$ cat src/rtl/chunked_addsub_if.sv
// Request/response bundle for the chunked add/subtract unit.
// The requester drives operands and start; the unit returns status and result.
interface chunked_addsub_if #(
    parameter int N = 32
);
    logic         start_i;
    logic         sub_i;
    logic [N-1:0] A_i;
    logic [N-1:0] B_i;
    logic         Bin_i;
    logic         busy_o;
    logic         done_o;
    logic [N-1:0] S_o;
    logic         Bout_o;
    logic         V_o;
    logic         Z_o;

    modport master (
        output start_i, sub_i, A_i, B_i, Bin_i,
        input  busy_o, done_o, S_o, Bout_o, V_o, Z_o
    );

    modport slave (
        input  start_i, sub_i, A_i, B_i, Bin_i,
        output busy_o, done_o, S_o, Bout_o, V_o, Z_o
    );
endinterface

$ cat src/rtl/chunked_addsub.sv
// Multi-cycle add/subtract: processes an N-bit operand pair K bits per clock,
// least significant chunk first, with the borrow/carry registered between chunks.
// Results and flags update together on the final chunk and hold until the next
// completion or reset.
module chunked_addsub #(
    parameter int N = 32,
    parameter int K = 8
) (
    input  logic           clk_i,
    input  logic           rstn_i,
    chunked_addsub_if.slave bus
);
    localparam int L  = N / K;
    localparam int CW = (L > 1) ? $clog2(L) : 1;
    localparam logic [CW-1:0] LAST = CW'(L - 1);
    localparam logic [CW-1:0] ONE  = CW'(1);

    typedef enum logic [1:0] {
        ST_IDLE = 2'd0,
        ST_BUSY = 2'd1,
        ST_DONE = 2'd2
    } state_t;

    state_t          state_r;
    state_t          state_s;
    logic [N-1:0]    a_r;
    logic [N-1:0]    b_r;
    logic            sub_r;
    logic            cy_r;
    logic [CW-1:0]   idx_r;
    logic [N-1:0]    acc_r;
    logic [N-1:0]    s_r;
    logic            bout_r;
    logic            v_r;
    logic            z_r;
    logic            busy_r;
    logic            done_r;

    int              base_s;
    logic [K-1:0]    a_c_s;
    logic [K-1:0]    b_c_s;
    logic [K:0]      ext_s;
    logic [N-1:0]    acc_s;
    logic            v_s;

    // Chunk datapath: one K-bit add or subtract at the current chunk index,
    // merged into the accumulator, plus the overflow flag for the final result.
    always_comb begin
        base_s = int'(idx_r) * K;
        a_c_s  = a_r[base_s +: K];
        b_c_s  = b_r[base_s +: K];
        if (sub_r) begin
            // Bit K of the widened difference is set exactly when a < b + borrow.
            ext_s = {1'b0, a_c_s} - {1'b0, b_c_s} - {{K{1'b0}}, cy_r};
        end else begin
            ext_s = {1'b0, a_c_s} + {1'b0, b_c_s} + {{K{1'b0}}, cy_r};
        end
        acc_s = acc_r;
        acc_s[base_s +: K] = ext_s[K-1:0];
        if (sub_r) begin
            v_s = (a_r[N-1] != b_r[N-1]) && (acc_s[N-1] != a_r[N-1]);
        end else begin
            v_s = (a_r[N-1] == b_r[N-1]) && (acc_s[N-1] != a_r[N-1]);
        end
    end

    // Next-state logic: accept start from IDLE or DONE, leave BUSY after the last chunk.
    always_comb begin
        state_s = state_r;
        case (state_r)
            ST_IDLE, ST_DONE: begin
                if (bus.start_i) begin
                    state_s = ST_BUSY;
                end else begin
                    state_s = ST_IDLE;
                end
            end
            ST_BUSY: begin
                if (idx_r == LAST) begin
                    state_s = ST_DONE;
                end else begin
                    state_s = ST_BUSY;
                end
            end
            default: state_s = ST_IDLE;
        endcase
    end

    // State, operand latch, chunk sequencing and registered results/flags.
    always_ff @(posedge clk_i or negedge rstn_i) begin
        if (!rstn_i) begin
            state_r <= ST_IDLE;
            a_r     <= {N{1'b0}};
            b_r     <= {N{1'b0}};
            sub_r   <= 1'b0;
            cy_r    <= 1'b0;
            idx_r   <= {CW{1'b0}};
            acc_r   <= {N{1'b0}};
            s_r     <= {N{1'b0}};
            bout_r  <= 1'b0;
            v_r     <= 1'b0;
            z_r     <= 1'b0;
            busy_r  <= 1'b0;
            done_r  <= 1'b0;
        end else begin
            state_r <= state_s;
            busy_r  <= (state_s == ST_BUSY);
            done_r  <= (state_s == ST_DONE);
            case (state_r)
                ST_IDLE, ST_DONE: begin
                    if (bus.start_i) begin
                        a_r   <= bus.A_i;
                        b_r   <= bus.B_i;
                        sub_r <= bus.sub_i;
                        cy_r  <= bus.Bin_i;
                        idx_r <= {CW{1'b0}};
                    end
                end
                ST_BUSY: begin
                    acc_r <= acc_s;
                    cy_r  <= ext_s[K];
                    idx_r <= idx_r + ONE;
                    if (idx_r == LAST) begin
                        s_r    <= acc_s;
                        bout_r <= ext_s[K];
                        v_r    <= v_s;
                        z_r    <= (acc_s == {N{1'b0}});
                    end
                end
                default: begin
                    idx_r <= {CW{1'b0}};
                end
            endcase
        end
    end

    assign bus.busy_o = busy_r;
    assign bus.done_o = done_r;
    assign bus.S_o    = s_r;
    assign bus.Bout_o = bout_r;
    assign bus.V_o    = v_r;
    assign bus.Z_o    = z_r;
endmodule

$ cat src/flat_wrapper.sv
// flat-port wrapper written by rule: the top's interface ports become plain ports
module chunked_addsub_flat 
#(
    parameter int N = 32,
    parameter int K = 8
)
  (clk_i, rstn_i, bus_start_i, bus_sub_i, bus_A_i, bus_B_i, bus_Bin_i, bus_busy_o, bus_done_o, bus_S_o, bus_Bout_o, bus_V_o, bus_Z_o);
  chunked_addsub_if #(.N(N)) bus_i ();
  input  logic clk_i;
  input  logic rstn_i;
  input wire logic [$bits(bus_i.start_i)-1:0] bus_start_i;
  input wire logic [$bits(bus_i.sub_i)-1:0] bus_sub_i;
  input wire logic [$bits(bus_i.A_i)-1:0] bus_A_i;
  input wire logic [$bits(bus_i.B_i)-1:0] bus_B_i;
  input wire logic [$bits(bus_i.Bin_i)-1:0] bus_Bin_i;
  output wire logic [$bits(bus_i.busy_o)-1:0] bus_busy_o;
  output wire logic [$bits(bus_i.done_o)-1:0] bus_done_o;
  output wire logic [$bits(bus_i.S_o)-1:0] bus_S_o;
  output wire logic [$bits(bus_i.Bout_o)-1:0] bus_Bout_o;
  output wire logic [$bits(bus_i.V_o)-1:0] bus_V_o;
  output wire logic [$bits(bus_i.Z_o)-1:0] bus_Z_o;
  assign bus_i.start_i = bus_start_i;
  assign bus_i.sub_i = bus_sub_i;
  assign bus_i.A_i = bus_A_i;
  assign bus_i.B_i = bus_B_i;
  assign bus_i.Bin_i = bus_Bin_i;
  assign bus_busy_o = bus_i.busy_o;
  assign bus_done_o = bus_i.done_o;
  assign bus_S_o = bus_i.S_o;
  assign bus_Bout_o = bus_i.Bout_o;
  assign bus_V_o = bus_i.V_o;
  assign bus_Z_o = bus_i.Z_o;
  chunked_addsub #(.N(N), .K(K)) u_core (.clk_i(clk_i), .rstn_i(rstn_i), .bus(bus_i));
endmodule
$ cat config.mk
export PLATFORM = sky130hd
export DESIGN_NAME = chunked_addsub_flat
export DESIGN_NICKNAME = d
export VERILOG_FILES = /design/src/rtl/chunked_addsub_if.sv /design/src/rtl/chunked_addsub.sv /design/src/flat_wrapper.sv
export SDC_FILE = /design/constraint.sdc
export NUM_CORES = 1
export LEC_CHECK = 0
export CAP_MARGIN = 20
export CORE_ASPECT_RATIO = 0.9
export CORE_UTILIZATION = 31
export CTS_CLUSTER_DIAMETER = 100
export DETAILED_ROUTE_END_ITERATION = 10
export GPL_TIMING_DRIVEN = 0
export SYNTH_ARGS = -nofsm -noshare
export SYNTH_HDL_FRONTEND = slang
export SYNTH_SLANG_ARGS = --single-unit
$ cat constraint.sdc
create_clock -name clk_i -period 4.6 [get_ports clk_i]
set_clock_uncertainty 0.1 [all_clocks]
set_input_delay 0.92 -clock clk_i [delete_from_list [all_inputs] [get_ports clk_i]]
set_output_delay 0.92 -clock clk_i [all_outputs]
set_load 0.01 [all_outputs]
==> impl_metrics.tcl <==
set metrics [dict create \
    die_area_mm2 0.0236 \
    dp_hpwl_mm 13.5 \
    ys.flop_type "dfrtp_1" \
    track_usage 0.169 \
    syn_nets 716 \
    final_nets 843 \
    cts_buffers 17 \
    antenna_found_initial 0 \
    die_h_um 146 \
    num_vias 5347 \
    num_rows 52 \
    clk_pin_slew_ns 0.06 \
    start_util 0.316 \
    syn_inst 618 \
    max-cap-violations 0 \
    tightest_slew_ns 0.776 \
    yosysUniqueCellTypes 64 \
    die_x_um 162 \
    fin_crit_sh 0.945 \
    ys_seq_area_frac 0.489 \
    core_mm2 0.0225 \
    slowest_delay_ns 0.57 \
    min_path_type "in -> async" \
    report.final.slew_viol_count 0 \
    use_met1 0.238 \
    clkLatencyLatePin_ns 0.43 \
    firstDrtPassIters 5 \
    syn_avg_cell_area_um2 11.5 \
    cp_common_cell "fa_1" \
    cts_root_buf "clkbuf_16" \
    route.detailed.drc 0 \
    tritoncts "yes" \
    synth-edff-count 0 \
    fmax_ghz 0.230 \
    path_class "reg -> reg" \
    grt_pass1_wl_mm 30.6 \
    drtIter0Drc 315 \
    crit_fanout 10 \
    slew_headroom 0.481 \
    use_met3 0.0382 \
    drive_gt1_frac 0.185 \
    r2r_cells 13 \
    wire_per_inst_um 17.5 \
    setup_viol 0 \
    cp_slowest_cell "mux4_2" \
    wirelength_mm 18.5 \
    portBuffers 105 \
    cts.htree.levels 4 \
    synth_top_area_frac 0.489 \
    hold_viol 0 \
    clockBufferDepth 2 \
    crit_chain "clkbuf_4, buf_8, buf_6, mux4_2, fa_1, fa_1, nand2b_1, a2111o_1, and4_4, nor3_4, a221oi_2, and4_1, a32o_1" \
    yosys.area.top_type "dfrtp_1" \
    finalSetupTns_ns 0 \
    gr-usage-met2 0.257 \
    diodes 0 \
    rsz0062_at_grt "false" \
    startpoint_type "register" \
    finalCriticalPeriod_ns 4.35 \
    gp_congestion 0.845 \
    final_common_cell "dfrtp_1" \
    worstPathArrival_ns 4.56 \
    critPathCaptureType "register" \
    ios 106 \
    yosysWarnings 0 \
    mostFrequentLayoutCells "139 x dfrtp_1, 104 x clkdlybuf4s50_1, 67 x nor2_1, 67 x mux2_2, 33 x nand2_1" \
    syn2layout_area_growth_pct 30.5 \
    grt_start_max_net_pins 96 \
    synth.cell_area_mm2 0.00712 \
    grt_pass1_vias 5504 \
    cp.required_ns 4.81 \
    antenna_left 0 \
    vias_per_cell 5.07 \
    grt_overflow_total 0 \
    top_usage_layer "met2" \
    status "finished, final reports clean" \
    yosys-top-cells-area "dfrtp_1 49%, mux2_2 11%, mux4_2 4.7%" \
    ys_ff_latch 139 \
    cts.sinks 139 \
    synthArstFlopShare 1.00 \
]
==> worst max-delay path, delay by kind of cell (launching register included) <==
kind,cells,cell delay (ns)
mux,1,0.57
flops,1,0.40
compound gates,3,0.82
simple gates,4,0.85
fa+ha+maj,2,0.87
buf+inv,3,0.61
==> routing by layer <==
metal,routed length [um],vias to the layer above
met5,0,-
met4,276,0
met3,1140,22
met2,8340,159
li1,-,2537
met1,8750,2629
==> worst paths after layout <==
kind,from,to,slack [ns]
worst max-delay path,u_core.idx_r[0],u_core.bus.Z_o,0.25
worst min-delay path,rstn_i,u_core.bus.S_o[10],0.32
worst max register to register,u_core.idx_r[0],u_core.bus.Z_o,0.25
worst min register to register,u_core.bus.S_o[28],u_core.bus.S_o[28],0.38
max in group asynchronous,rstn_i,u_core.a_r[0],3.26
min in group clk_i,u_core.bus.S_o[28],u_core.bus.S_o[28],0.38
==> final cells by class <==
cell class                      instances  area (um^2)
Inverter                               32          120
Tap cell                              297          372
Sequential cell                       139         3480
Clock buffer                           24          512
Clock inverter                          8          105
Timing Repair Buffer                  108         1090
Fill cell                            2217        13200
Multi-Input combinational cell        412         3450
Buffer                                 35          160
==> metrics by stage <==
stage	utilization	area, um^2	setup slack (ns)	cells	hold slack [ns]
after floorplan	-	7120	0.129	618	0.349
after global placement	0.379	8540	-3.35	1020	0.363
after detailed placement	0.381	8570	-0.988	1021	0.371
after CTS	0.411	9250	0.0390	1055	0.331
after global routing	0.413	9290	0.0205	1055	0.348
final	0.413	9290	0.252	1055	0.315
==> cell families (layout without fill, tap and decap cells) <==
group	count (synthesis)	in the layout	synth area share
and+or+nand+nor	166	166	0.116
xor gates and xnor gates	6	6	0.00738
buffers and inverters	67	207	0.0367
adders and majority gates	29	29	0.0552
DFF	139	139	0.489
muxes	90	90	0.166
AOI/OAI and AO/OA	121	121	0.130
==> cells in the mapped netlist (2+ instances only) <==
| master | instances |
|---|---|
| a2111oi_0 | 3 |
| a211o_1 | 3 |
| a211oi_1 | 2 |
| a21o_1 | 2 |
| a21oi_1 | 16 |
| a221oi_1 | 24 |
| a22o_1 | 25 |
| a22oi_1 | 4 |
| a32o_1 | 3 |
| and2_1 | 4 |
| and4_1 | 2 |
| buf_1 | 8 |
| buf_2 | 5 |
| clkbuf_1 | 21 |
| dfrtp_1 | 139 |
| fa_1 | 4 |
| ha_1 | 25 |
| inv_1 | 32 |
| mux2_2 | 67 |
| mux2i_1 | 6 |
| mux4_2 | 15 |
| nand2_1 | 33 |
| nand2b_1 | 8 |
| nand3_1 | 5 |
| nor2_1 | 67 |
| nor2b_1 | 13 |
| nor3_1 | 8 |
| nor3b_1 | 2 |
| nor4_1 | 6 |
| nor4bb_1 | 4 |
| o21ai_0 | 19 |
| o21bai_1 | 3 |
| o22ai_1 | 2 |
| or2_1 | 2 |
| or3_1 | 2 |
| or4_1 | 2 |
| xnor2_1 | 4 |
| xor2_1 | 2 |
==> repair_timing <==
item / in CTS / in global routing
endpoints found under the setup margin: 32 / 9
hold buffers: 0 / 0
buffers inserted: 2 / 0
pin swaps: 1 / 0
cloned: 0 / 0
resized for setup: 11 / 7
==> registers in the layout, summed over array words and instances, names as in the netlist <==
signal,count
u_core.bus.S_o,32
u_core.bus.done_o,1
u_core.idx_r,2
u_core.cy_r,1
u_core.b_r,32
u_core.bus.Bout_o,1
u_core.bus.Z_o,1
u_core.state_r,2
u_core.bus.busy_o,1
u_core.acc_r,32
u_core.bus.V_o,1
u_core.a_r,32
u_core.sub_r,1
Power is not shown: default switching activity piles up to over one toggle a cycle in this logic, so the estimate is an artifact.
